[src/rtl/llc_txsched_if.sv]
// Bundle of request, status and LLC handshake signals between the CPU
// register block / LLC FSM and the transmit scheduler.
interface llc_txsched_if #(
    parameter int NBUF = 4,
    parameter int TMOW = 16
);
    localparam int SELW = $clog2(NBUF);

    logic            initreqr;
    logic [NBUF-1:0] txreq;
    logic [NBUF-1:0] txabort;
    logic [TMOW-1:0] tmo_limit;
    logic            trans;
    logic            sucftranc;
    logic            traregbit;
    logic [SELW-1:0] selbuf;
    logic            selvalid;
    logic [NBUF-1:0] txpend;
    logic [NBUF-1:0] txdone;
    logic [NBUF-1:0] txabrtd;
    logic            txtmo;

    modport master (
        output initreqr, txreq, txabort, tmo_limit, trans, sucftranc,
        input  traregbit, selbuf, selvalid, txpend, txdone, txabrtd, txtmo
    );

    modport slave (
        input  initreqr, txreq, txabort, tmo_limit, trans, sucftranc,
        output traregbit, selbuf, selvalid, txpend, txdone, txabrtd, txtmo
    );
endinterface

[src/rtl/llc_txsched.sv]
// Transmit scheduler: keeps per-buffer pending bits, serves the lowest pending
// buffer through the LLC request/success handshake, reports done/abort/timeout.
module llc_txsched #(
    parameter int NBUF = 4,
    parameter int TMOW = 16
) (
    input  logic clock,
    input  logic reset,
    llc_txsched_if.slave bus
);
    localparam int SELW = $clog2(NBUF);

    localparam logic [2:0] IDLE = 3'd0;
    localparam logic [2:0] REQ  = 3'd1;
    localparam logic [2:0] WAIT = 3'd2;
    localparam logic [2:0] DONE = 3'd3;
    localparam logic [2:0] GAP  = 3'd4;
    localparam logic [2:0] TMO  = 3'd5;

    logic [2:0]      state_q, state_d;
    logic [NBUF-1:0] pend_q, pend_d;
    logic [SELW-1:0] sel_q, sel_d;
    logic            abrtflag_q, abrtflag_d;
    logic [TMOW-1:0] tmocnt_q, tmocnt_d;
    logic [NBUF-1:0] txdone_q, txdone_d;
    logic [NBUF-1:0] txabrtd_q, txabrtd_d;
    logic            txtmo_q, txtmo_d;

    logic            inflight;
    logic            success;
    logic            tmo_hit;
    logic            tmo_abort;
    logic [TMOW-1:0] tmocnt_inc;
    logic [NBUF-1:0] sel_oh;
    logic [NBUF-1:0] cand;
    logic [SELW-1:0] cand_idx;

    // Buffers aborted in the same cycle are not eligible for selection.
    always_comb begin
        cand     = pend_q & ~bus.txabort;
        cand_idx = '0;
        for (int i = NBUF - 1; i >= 0; i--) begin
            if (cand[i]) begin
                cand_idx = SELW'(i);
            end
        end
    end

    assign inflight   = (state_q == REQ) || (state_q == WAIT);
    assign success    = (state_q == WAIT) && bus.sucftranc;
    assign sel_oh     = NBUF'(1) << sel_q;
    assign tmocnt_inc = (&tmocnt_q) ? tmocnt_q : tmocnt_q + TMOW'(1);
    // Compare the incremented count so txtmo is high in the cycle tmocnt reaches the limit.
    assign tmo_hit    = inflight && !success && (bus.tmo_limit != '0) &&
                        (tmocnt_inc == bus.tmo_limit);
    assign tmo_abort  = tmo_hit && (abrtflag_q || bus.txabort[sel_q]);

    always_comb begin
        state_d    = state_q;
        pend_d     = pend_q;
        sel_d      = sel_q;
        abrtflag_d = abrtflag_q;
        tmocnt_d   = tmocnt_q;
        txdone_d   = '0;
        txabrtd_d  = '0;
        txtmo_d    = 1'b0;

        if (bus.initreqr) begin
            state_d    = IDLE;
            pend_d     = '0;
            abrtflag_d = 1'b0;
        end else begin
            case (state_q)
                IDLE: begin
                    if (cand != '0) begin
                        state_d    = REQ;
                        sel_d      = cand_idx;
                        abrtflag_d = 1'b0;
                        tmocnt_d   = '0;
                    end
                end
                REQ: begin
                    tmocnt_d = tmocnt_inc;
                    if (tmo_hit) begin
                        state_d = TMO;
                    end else if (bus.trans) begin
                        state_d = WAIT;
                    end
                end
                WAIT: begin
                    tmocnt_d = tmocnt_inc;
                    if (success) begin
                        state_d = DONE;
                    end else if (tmo_hit) begin
                        state_d = TMO;
                    end
                end
                DONE: begin
                    state_d = GAP;
                end
                GAP, TMO: begin
                    if (!bus.trans) begin
                        state_d = IDLE;
                    end
                end
                default: begin
                    state_d = IDLE;
                end
            endcase

            if (inflight && bus.txabort[sel_q]) begin
                abrtflag_d = 1'b1;
            end

            txdone_d = success ? sel_oh : '0;
            txtmo_d  = tmo_hit;

            // An in-flight abort of the selected buffer is deferred to the timeout path.
            for (int i = 0; i < NBUF; i++) begin
                if ((bus.txabort[i] && !(inflight && sel_oh[i])) ||
                    (tmo_abort && sel_oh[i])) begin
                    pend_d[i]    = 1'b0;
                    txabrtd_d[i] = 1'b1;
                end else if (bus.txreq[i]) begin
                    pend_d[i] = 1'b1;
                end else if (success && sel_oh[i]) begin
                    pend_d[i] = 1'b0;
                end
            end
        end
    end

    always_ff @(posedge clock or posedge reset) begin
        if (reset) begin
            state_q    <= IDLE;
            pend_q     <= '0;
            sel_q      <= '0;
            abrtflag_q <= 1'b0;
            tmocnt_q   <= '0;
            txdone_q   <= '0;
            txabrtd_q  <= '0;
            txtmo_q    <= 1'b0;
        end else begin
            state_q    <= state_d;
            pend_q     <= pend_d;
            sel_q      <= sel_d;
            abrtflag_q <= abrtflag_d;
            tmocnt_q   <= tmocnt_d;
            txdone_q   <= txdone_d;
            txabrtd_q  <= txabrtd_d;
            txtmo_q    <= txtmo_d;
        end
    end

    assign bus.traregbit = (state_q == REQ);
    assign bus.selbuf    = sel_q;
    assign bus.selvalid  = (state_q != IDLE);
    assign bus.txpend    = pend_q;
    assign bus.txdone    = txdone_q;
    assign bus.txabrtd   = txabrtd_q;
    assign bus.txtmo     = txtmo_q;
endmodule

[src/flat_wrapper.sv]
// flat-port wrapper written by rule: the top's interface ports become plain ports
module llc_txsched_flat 
#(
    parameter int NBUF = 4,
    parameter int TMOW = 16
)
  (clock, reset, bus_initreqr, bus_txreq, bus_txabort, bus_tmo_limit, bus_trans, bus_sucftranc, bus_traregbit, bus_selbuf, bus_selvalid, bus_txpend, bus_txdone, bus_txabrtd, bus_txtmo);
  llc_txsched_if #(.NBUF(NBUF), .TMOW(TMOW)) bus_i ();
  input  logic clock;
  input  logic reset;
  input wire logic [$bits(bus_i.initreqr)-1:0] bus_initreqr;
  input wire logic [$bits(bus_i.txreq)-1:0] bus_txreq;
  input wire logic [$bits(bus_i.txabort)-1:0] bus_txabort;
  input wire logic [$bits(bus_i.tmo_limit)-1:0] bus_tmo_limit;
  input wire logic [$bits(bus_i.trans)-1:0] bus_trans;
  input wire logic [$bits(bus_i.sucftranc)-1:0] bus_sucftranc;
  output wire logic [$bits(bus_i.traregbit)-1:0] bus_traregbit;
  output wire logic [$bits(bus_i.selbuf)-1:0] bus_selbuf;
  output wire logic [$bits(bus_i.selvalid)-1:0] bus_selvalid;
  output wire logic [$bits(bus_i.txpend)-1:0] bus_txpend;
  output wire logic [$bits(bus_i.txdone)-1:0] bus_txdone;
  output wire logic [$bits(bus_i.txabrtd)-1:0] bus_txabrtd;
  output wire logic [$bits(bus_i.txtmo)-1:0] bus_txtmo;
  assign bus_i.initreqr = bus_initreqr;
  assign bus_i.txreq = bus_txreq;
  assign bus_i.txabort = bus_txabort;
  assign bus_i.tmo_limit = bus_tmo_limit;
  assign bus_i.trans = bus_trans;
  assign bus_i.sucftranc = bus_sucftranc;
  assign bus_traregbit = bus_i.traregbit;
  assign bus_selbuf = bus_i.selbuf;
  assign bus_selvalid = bus_i.selvalid;
  assign bus_txpend = bus_i.txpend;
  assign bus_txdone = bus_i.txdone;
  assign bus_txabrtd = bus_i.txabrtd;
  assign bus_txtmo = bus_i.txtmo;
  llc_txsched #(.NBUF(NBUF), .TMOW(TMOW)) u_core (.clock(clock), .reset(reset), .bus(bus_i));
endmodule
[config.mk]
export PLATFORM = sky130hd
export DESIGN_NAME = llc_txsched_flat
export DESIGN_NICKNAME = d
export VERILOG_FILES = /design/src/rtl/llc_txsched_if.sv /design/src/rtl/llc_txsched.sv /design/src/flat_wrapper.sv
export SDC_FILE = /design/constraint.sdc
export NUM_CORES = 1
export LEC_CHECK = 0
export CAP_MARGIN = 10
export CORE_ASPECT_RATIO = 0.9
export CORE_MARGIN = 5
export CORE_UTILIZATION = 53
export DETAILED_ROUTE_END_ITERATION = 10
export GPL_TIMING_DRIVEN = 1
export PLACE_DENSITY_LB_ADDON = 0.2
export SLEW_MARGIN = 20
export SYNTH_ARGS = -nofsm -noshare
export SYNTH_HDL_FRONTEND = slang
export SYNTH_SLANG_ARGS = --single-unit
[constraint.sdc]
create_clock -name clock -period 2.87 [get_ports clock]
set_input_delay 0.574 -clock clock [delete_from_list [all_inputs] [get_ports clock]]
set_output_delay 0.574 -clock clock [all_outputs]
set_load 0.005 [all_outputs]
==> results.md, run 1 <==
* Vias at approximately 2600
* Switch share at between 30% and 40%
* First-pass GRT wire length at around 12000 um
* GP Congestion at around 0.93
* Clk buf depth at 2
* Combinational share of power at between 30 and 40%
* CTS H-tree lvls at 2
* CP Data Required Time at slightly above 3 ns
* PnR worst setup slack at 0.0842 ns
* R2R Path Start: u_core.tmocnt_q[3]
* Post-Syn Area per Cell at 8.89 um^2
* FMAX at approximately 0.36 GHz
* Endpoints failing setup at 0
* Initial antenna violation count at 0
* RR Endpoint: u_core.bus.txpend[2]
* ANT cells at 0
* Number of flops mapped to enable cells by yosys at 0
* Most frequent cells in the layout: 44 x clkdlybuf4s50_1, 32 x dfrtp_1, 28 x nor2_1
* Layout cell share with drive strength beyond 1 at ~18%
* Clk sinks at 35
* Area grow syn2layout at 27.0%
* Crit. End Element: flip-flop
* Syn_nets at about 330
* Place WS at -0.158 ns
* DP HPWL at about 5600 um
* Worst skew pair latency at around 0.29 ns
* Synth cell types at 65
* Core Rows at 24
* Part of the power in registers at around two fifths
* LEAKAGE at roughly 1.3 nW
* Async set-reset flop share out of synthesis at 100%
* Fin cells at around 420
* # IOs at 46
* PD cells at about 450 nW/um^2
* Synth warn at 0
* Total global routing overflow at 0
* Crit path launch: u_core.tmocnt_q[3]
* Vias per inst at between 6 and 7
* Largest net degree at the start of global routing at 36
* Final Max Slew Viols at 0
* Startpoint Class: flip-flop
* Reg2Reg Depth at 10
* Flop-to-flop setup slack at about 0.084 ns
* Origin of the worst min-delay path: u_core.abrtflag_q
* Core area at 4830 um^2
* Prevailing post-synth register cell: dfrtp_1
* Initial Util at around 55%
* TritonCTS clock tree: built
* Die height at 77.0 um
* Internal power at around 1 mW
* Max IR drop VDD at between 0.3 and 0.4 mV
* Worst clock skew at ~0.004 ns
* Synth Register Bits at 35
* Relative slew slack at between 50% and 60%
* Number of global-route vias before repair at between 2000 and 2500
* Crit path max fanout at 8
* Commonest non-fill, non-tap cell in the layout: clkdlybuf4s50_1
* Drt drc at 0
* Power share of the clock group at a little under a quarter
* Clock transition at path regs at around 0.070 ns
* Syn Std Cell Area at 2640 um^2
* Die Wd at between 80 and 90 um
* Cts bufs inserted at 5
* Switching Power at 0.518 mW
* DRT Pass-1 Iters at 4
* GRT Util Overall at between 20 and 25%
* Placed Cells at a little over 400
* CTS Hold Buffers Added at 0
* Routed Antenna Nets at 0
* Kind of critical path: flip-flop to flip-flop
* Minimum clock period after layout at 2.79 ns
* Post-Route WL at roughly 7600 um
* Root Driver: clkbuf_8
* Hold WC Path Type: flip-flop to flip-flop
* Critical Path End: u_core.bus.txpend[2]
* Status: complete, no violations
* Nets at slightly below 400
* Worst-margin pin slew at ~0.66 ns
* Cells after synthesis at roughly 300
* Die Area at approximately 6500 um^2
* Final Hold Viols at 0
* WL/cell at approximately 18 um
* Max cap viols at 0
* Arr. time, crit path at 2.97 ns
* Initial DRC count at about 190
* Register area share after synthesis at about a third
* Port-buffer cells at 45
* Final Cycle Share at 97.1%
[cell usage after synthesis, types with 5 or more instances]
master	number	area, um^2
dfrtp_1	35	876
nor2_1	28	105
nand2_1	24	90.1
a21oi_1	18	90.1
o21ai_0	18	90.1
xnor2_1	17	149
nand3_1	10	50.1
a31oi_1	7	43.8
inv_1	6	22.5
nand2b_1	6	37.5
nand4_1	6	37.5
nor4_1	6	37.5
a311oi_1	5	43.8
buf_2	5	25.0
clkbuf_1	5	18.8
nor3_1	5	25.0
[flip-flops by register name, indices dropped and copies added, names as in the netlist]
signal / flops
u_core.bus.txdone: 4
u_core.bus.selbuf: 2
u_core.bus.txpend: 4
u_core.abrtflag_q: 1
u_core.bus.txtmo: 1
u_core.bus.txabrtd: 4
u_core.tmocnt_q: 16
u_core.state_q: 3
[cell type report]
type	count	area [um^2]
clock inverters	3	15.0
inverters	6	22.5
fillers	409	1480
multi-input cells	238	1650
clock buffers	5	68.8
flip-flops and latches	35	880
well taps	65	81.3
repair buffers	69	637
[per-stage QoR]
step | cell area [um^2] | util [%] | power (mW) | hold WS (ns) | setup TNS [ns]
after global routing | 3360 | 69.4 | 1.58 | 0.629 | -0.00924
after CTS | 3300 | 68.3 | 1.49 | 0.554 | 0
after detailed placement | 3220 | 66.5 | 1.13 | 0.540 | -0.932
after floorplan | 2640 | - | 0.901 | 0.511 | 0
final | 3360 | 69.4 | 1.49 | 0.561 | 0
after global placement | 3220 | 66.5 | 1.12 | 0.540 | -0.525
[worst min path at each step]
stage,slack [ns],end,cells after the start
6_report,0.56,u_core.abrtflag_q,2
5_1_grt,0.63,u_core.abrtflag_q,2
4_1_cts,0.55,u_core.abrtflag_q,2
3_5_place_dp,0.54,u_core.abrtflag_q,2
3_3_place_gp,0.54,u_core.abrtflag_q,2
2_1_floorplan,0.51,u_core.abrtflag_q,2
[worst max-delay path, stage by stage, from the launching register on]
cell and delay (ns):
dfrtp_1 0.51, nand4_1 0.14, buf_4 0.19, or4_1 0.48, o211ai_1 0.15, xnor2_1 0.16
o2111ai_1 0.18, nor4_4 0.32, buf_4 0.22, a31oi_1 0.14, nor3b_2 0.18
[metal layers]
layer | up-vias | track usage, % | share of wire, % | wire [um]
met5 | - | 0 | 0 | 0
met4 | 0 | 6.33 | 1.3 | 96
met3 | 14 | 4.61 | 6.5 | 492
met2 | 104 | 35.6 | 48 | 3590
met1 | 1253 | 32.3 | 45 | 3370
li1 | 1220 | - | - | -
[repair_timing]
action,in CTS,in global routing
setup endpoints to repair,0,4
buffers inserted,0,1
resized for setup,0,9
[cell families (layout without fill, tap and decap cells)]
logic type | Yosys count | count (layout) | synth area share, %
mux | 3 | 3 | 1.71
flops | 35 | 35 | 33.2
buf+inv | 24 | 83 | 5.45
xor+xnor | 21 | 21 | 7.67
simple gates | 129 | 129 | 30.1
fa+ha+maj | 1 | 1 | 0.474
compound gates | 84 | 84 | 21.4
[power groups by stage]
stage / combinational, mW / sequential, mW / clock [mW]
floorplan: 0.320 / 0.581 / 0
global placement: 0.517 / 0.607 / 0
detailed placement: 0.524 / 0.608 / 0
CTS: 0.530 / 0.599 / 0.358
global route: 0.583 / 0.612 / 0.388
finish: 0.538 / 0.602 / 0.354
No activity file was read; power rests on OpenSTA's default activity.
==> run 2: changes to the inputs <==
Settings changed: CORE_UTILIZATION 53 to 40.
==> results.md, run 2 (synthesis gave the netlist of run 1 again) <==
* Combinational share of power at around a third
* Crit. End Element: flip-flop
* Hold WC Path Type: flip-flop to flip-flop
* Status: complete, no violations
* Critical Path Slowest Stage Cell: or4_1
* Relative slew slack at between 60% and 70%
* Number of global-route vias before repair at between 2000 and 2500
* Arr. time, crit path at approximately 2.9 ns
* Initial Util at 40.5%
* Initial antenna violation count at 0
* Clk sinks at 35
* Cell Chain, Critical Path: nand4_4 -> or4_1 -> o211ai_1 -> xnor2_1 -> o2111ai_1 -> nor4_4 -> buf_6 -> nand2_1 -> a22o_1
* Worst skew pair latency at approximately 0.28 ns
* Part of the power in registers at 39.5%
* Drt drc at 0
* Final Cycle Share at between 90% and 100%
* Internal power at ~1.0 mW
* Placed Cells at 440
* FMAX at about 0.37 GHz
* Minimum clock period after layout at 2.71 ns
* Hold EP: u_core.abrtflag_q
* Commonest non-fill, non-tap cell in the layout: clkdlybuf4s50_1
* PD cells at 445 nW/um^2
* Post-layout power at about 1.5 mW
* Die Area at 8330 um^2
* Hold Slack at around 0.55 ns
* WL/cell at roughly 17 um
* Nets at 389
* Buffer and inverter count on the worst path at 1
* Initial DRC count at about 180
* Clk buf depth at 2
* Die height at between 80 and 90 um
* Reg2Reg Depth at 9
* Vias at roughly 2500
* Cts bufs inserted at 5
* Most frequent cells in the layout: 44 x clkdlybuf4s50_1, 35 x dfrtp_1, 28 x nor2_1
* Core Rows at 28
* Largest register FFs at 16
* CTS Hold Buffers Added at 0
* Max cap viols at 0
* CP max stage delay at 0.55 ns
* Die Wd at approximately 96 um
* Port-buffer cells at 45
* Worst clock skew at around 0.0078 ns
* Hold Path Cell Cnt at 2
* # IOs at 46
* ANT cells at 0
* Total global routing overflow at 0
* TritonCTS clock tree: built
* Flop-to-flop setup slack at approximately 0.16 ns
* CP Depth at 9
* Core area at 6520 um^2
* R2R Path Start: u_core.tmocnt_q[10]
* Routed Antenna Nets at 0
* Fin cells at 450
* Layout cell share with drive strength beyond 1 at a little under a fifth
* Family with the most delay on the worst path: simple AND/OR/NAND/NOR gates
* Max IR drop VDD at just over 0.3 mV
* GRT Util Overall at between 10% and 20%
* Total negative slack at 0 ns
* Power share of the clock group at between 20% and 30%
* Final Hold Viols at 0
* CP Data Required Time at between 3 and 4 ns
* Final Max Slew Viols at 0
* GP Congestion at about 0.96
* Endpoints failing setup at 0
* Cell area after layout at ~3400 um^2
* Area grow syn2layout at 29.6%
* Origin of the worst min-delay path: u_core.abrtflag_q
* Kind of critical path: flip-flop to flip-flop
* First-pass GRT wire length at approximately 13000 um
* Startpoint Class: flip-flop
* Vias per inst at ~5.6
* Cell Area, Placed at roughly 3300 um^2
* Switching Power at between 0.4 and 0.5 mW
* Crit path max fanout at 8
* Clock transition at path regs at approximately 0.070 ns
* CTS H-tree lvls at 2
* Largest net degree at the start of global routing at 36
* Switch share at between 30% and 40%
* Root Driver: clkbuf_8
* Reg with most FFs: u_core.tmocnt_q
* DRT Pass-1 Iters at 4
* LEAKAGE at 1.33 nW
* DP HPWL at between 5000 and 6000 um
* Worst-margin pin slew at ~0.53 ns
* RSZ-0062 raised after global routing: false
* RR Endpoint: u_core.state_q[0]
* Post-Route WL at around 7500 um
run 2: cell count changes in the layout (fill, tap and decap cells not counted), sizes merged:
cell	delta
buf	+5
clkinv	-3
clkdlybuf4s15	-1
clkbuf	+3
run 2: power groups by stage:
stage	logic, mW	clock network [mW]	registers, mW
2_1_floorplan	0.320	0	0.581
3_3_place_gp	0.524	0	0.607
3_5_place_dp	0.528	0	0.609
4_1_cts	0.530	0.397	0.600
5_1_grt	0.583	0.424	0.608
6_report	0.533	0.389	0.602
run 2: repair_timing:
action                                  4_1_cts  5_1_grt
endpoints found under the setup margin        0        8
buffers inserted                              0        1
endpoints found under the hold margin         0        0
resized for setup                             0        9
run 2: per-layer routing:
layer | global-route usage [%] | part of all wire (%)
met1 | 27.9 | 48
met2 | 28.7 | 47
met3 | 3.72 | 5.0
met4 | 4.01 | 0.57
met5 | 0 | 0
run 2: per-stage QoR:
step | worst slack [ns] | util [%]
5_1_grt | 0.00912 | 52.5
3_5_place_dp | -0.156 | 50.3
6_report | 0.158 | 52.5
3_3_place_gp | -0.122 | 50.3
2_1_floorplan | 0.343 | -
4_1_cts | 0.111 | 51.8
run 2: how the worst max path moves through the flow:
stage                   startpoint                   end  slack, ns
2_1_floorplan   u_core.tmocnt_q[0]  u_core.bus.txpend[0]       0.34
3_3_place_gp      bus_tmo_limit[9]  u_core.bus.txpend[0]      -0.12
3_5_place_dp      bus_tmo_limit[9]     u_core.state_q[0]      -0.16
4_1_cts           bus_tmo_limit[9]     u_core.state_q[0]       0.11
5_1_grt         u_core.tmocnt_q[4]  u_core.bus.txpend[2]      0.009
6_report       u_core.tmocnt_q[10]     u_core.state_q[0]       0.16
run 2: worst reg2reg max path, stage by stage, from the launching register on:
cell,delay [ns]
dfrtp_1,0.54
nand4_4,0.25
or4_1,0.55
o211ai_1,0.14
xnor2_1,0.15
o2111ai_1,0.18
nor4_4,0.32
buf_6,0.18
nand2_1,0.07
a22o_1,0.22
run 2: area by class of cell:
type	count	area, um^2
clock buffer	8	100
tap	90	113
multi-input combinational	238	1650
fill	620	3090
sequential	35	876
inverter	6	22.5
timing repair buffer	73	664
==> run 3: changes to the inputs <==
Settings changed: SLEW_MARGIN 20 to 0.
==> results of run 3 <==
Same layout as run 2: the final DEF is identical, and so are final timing and power.
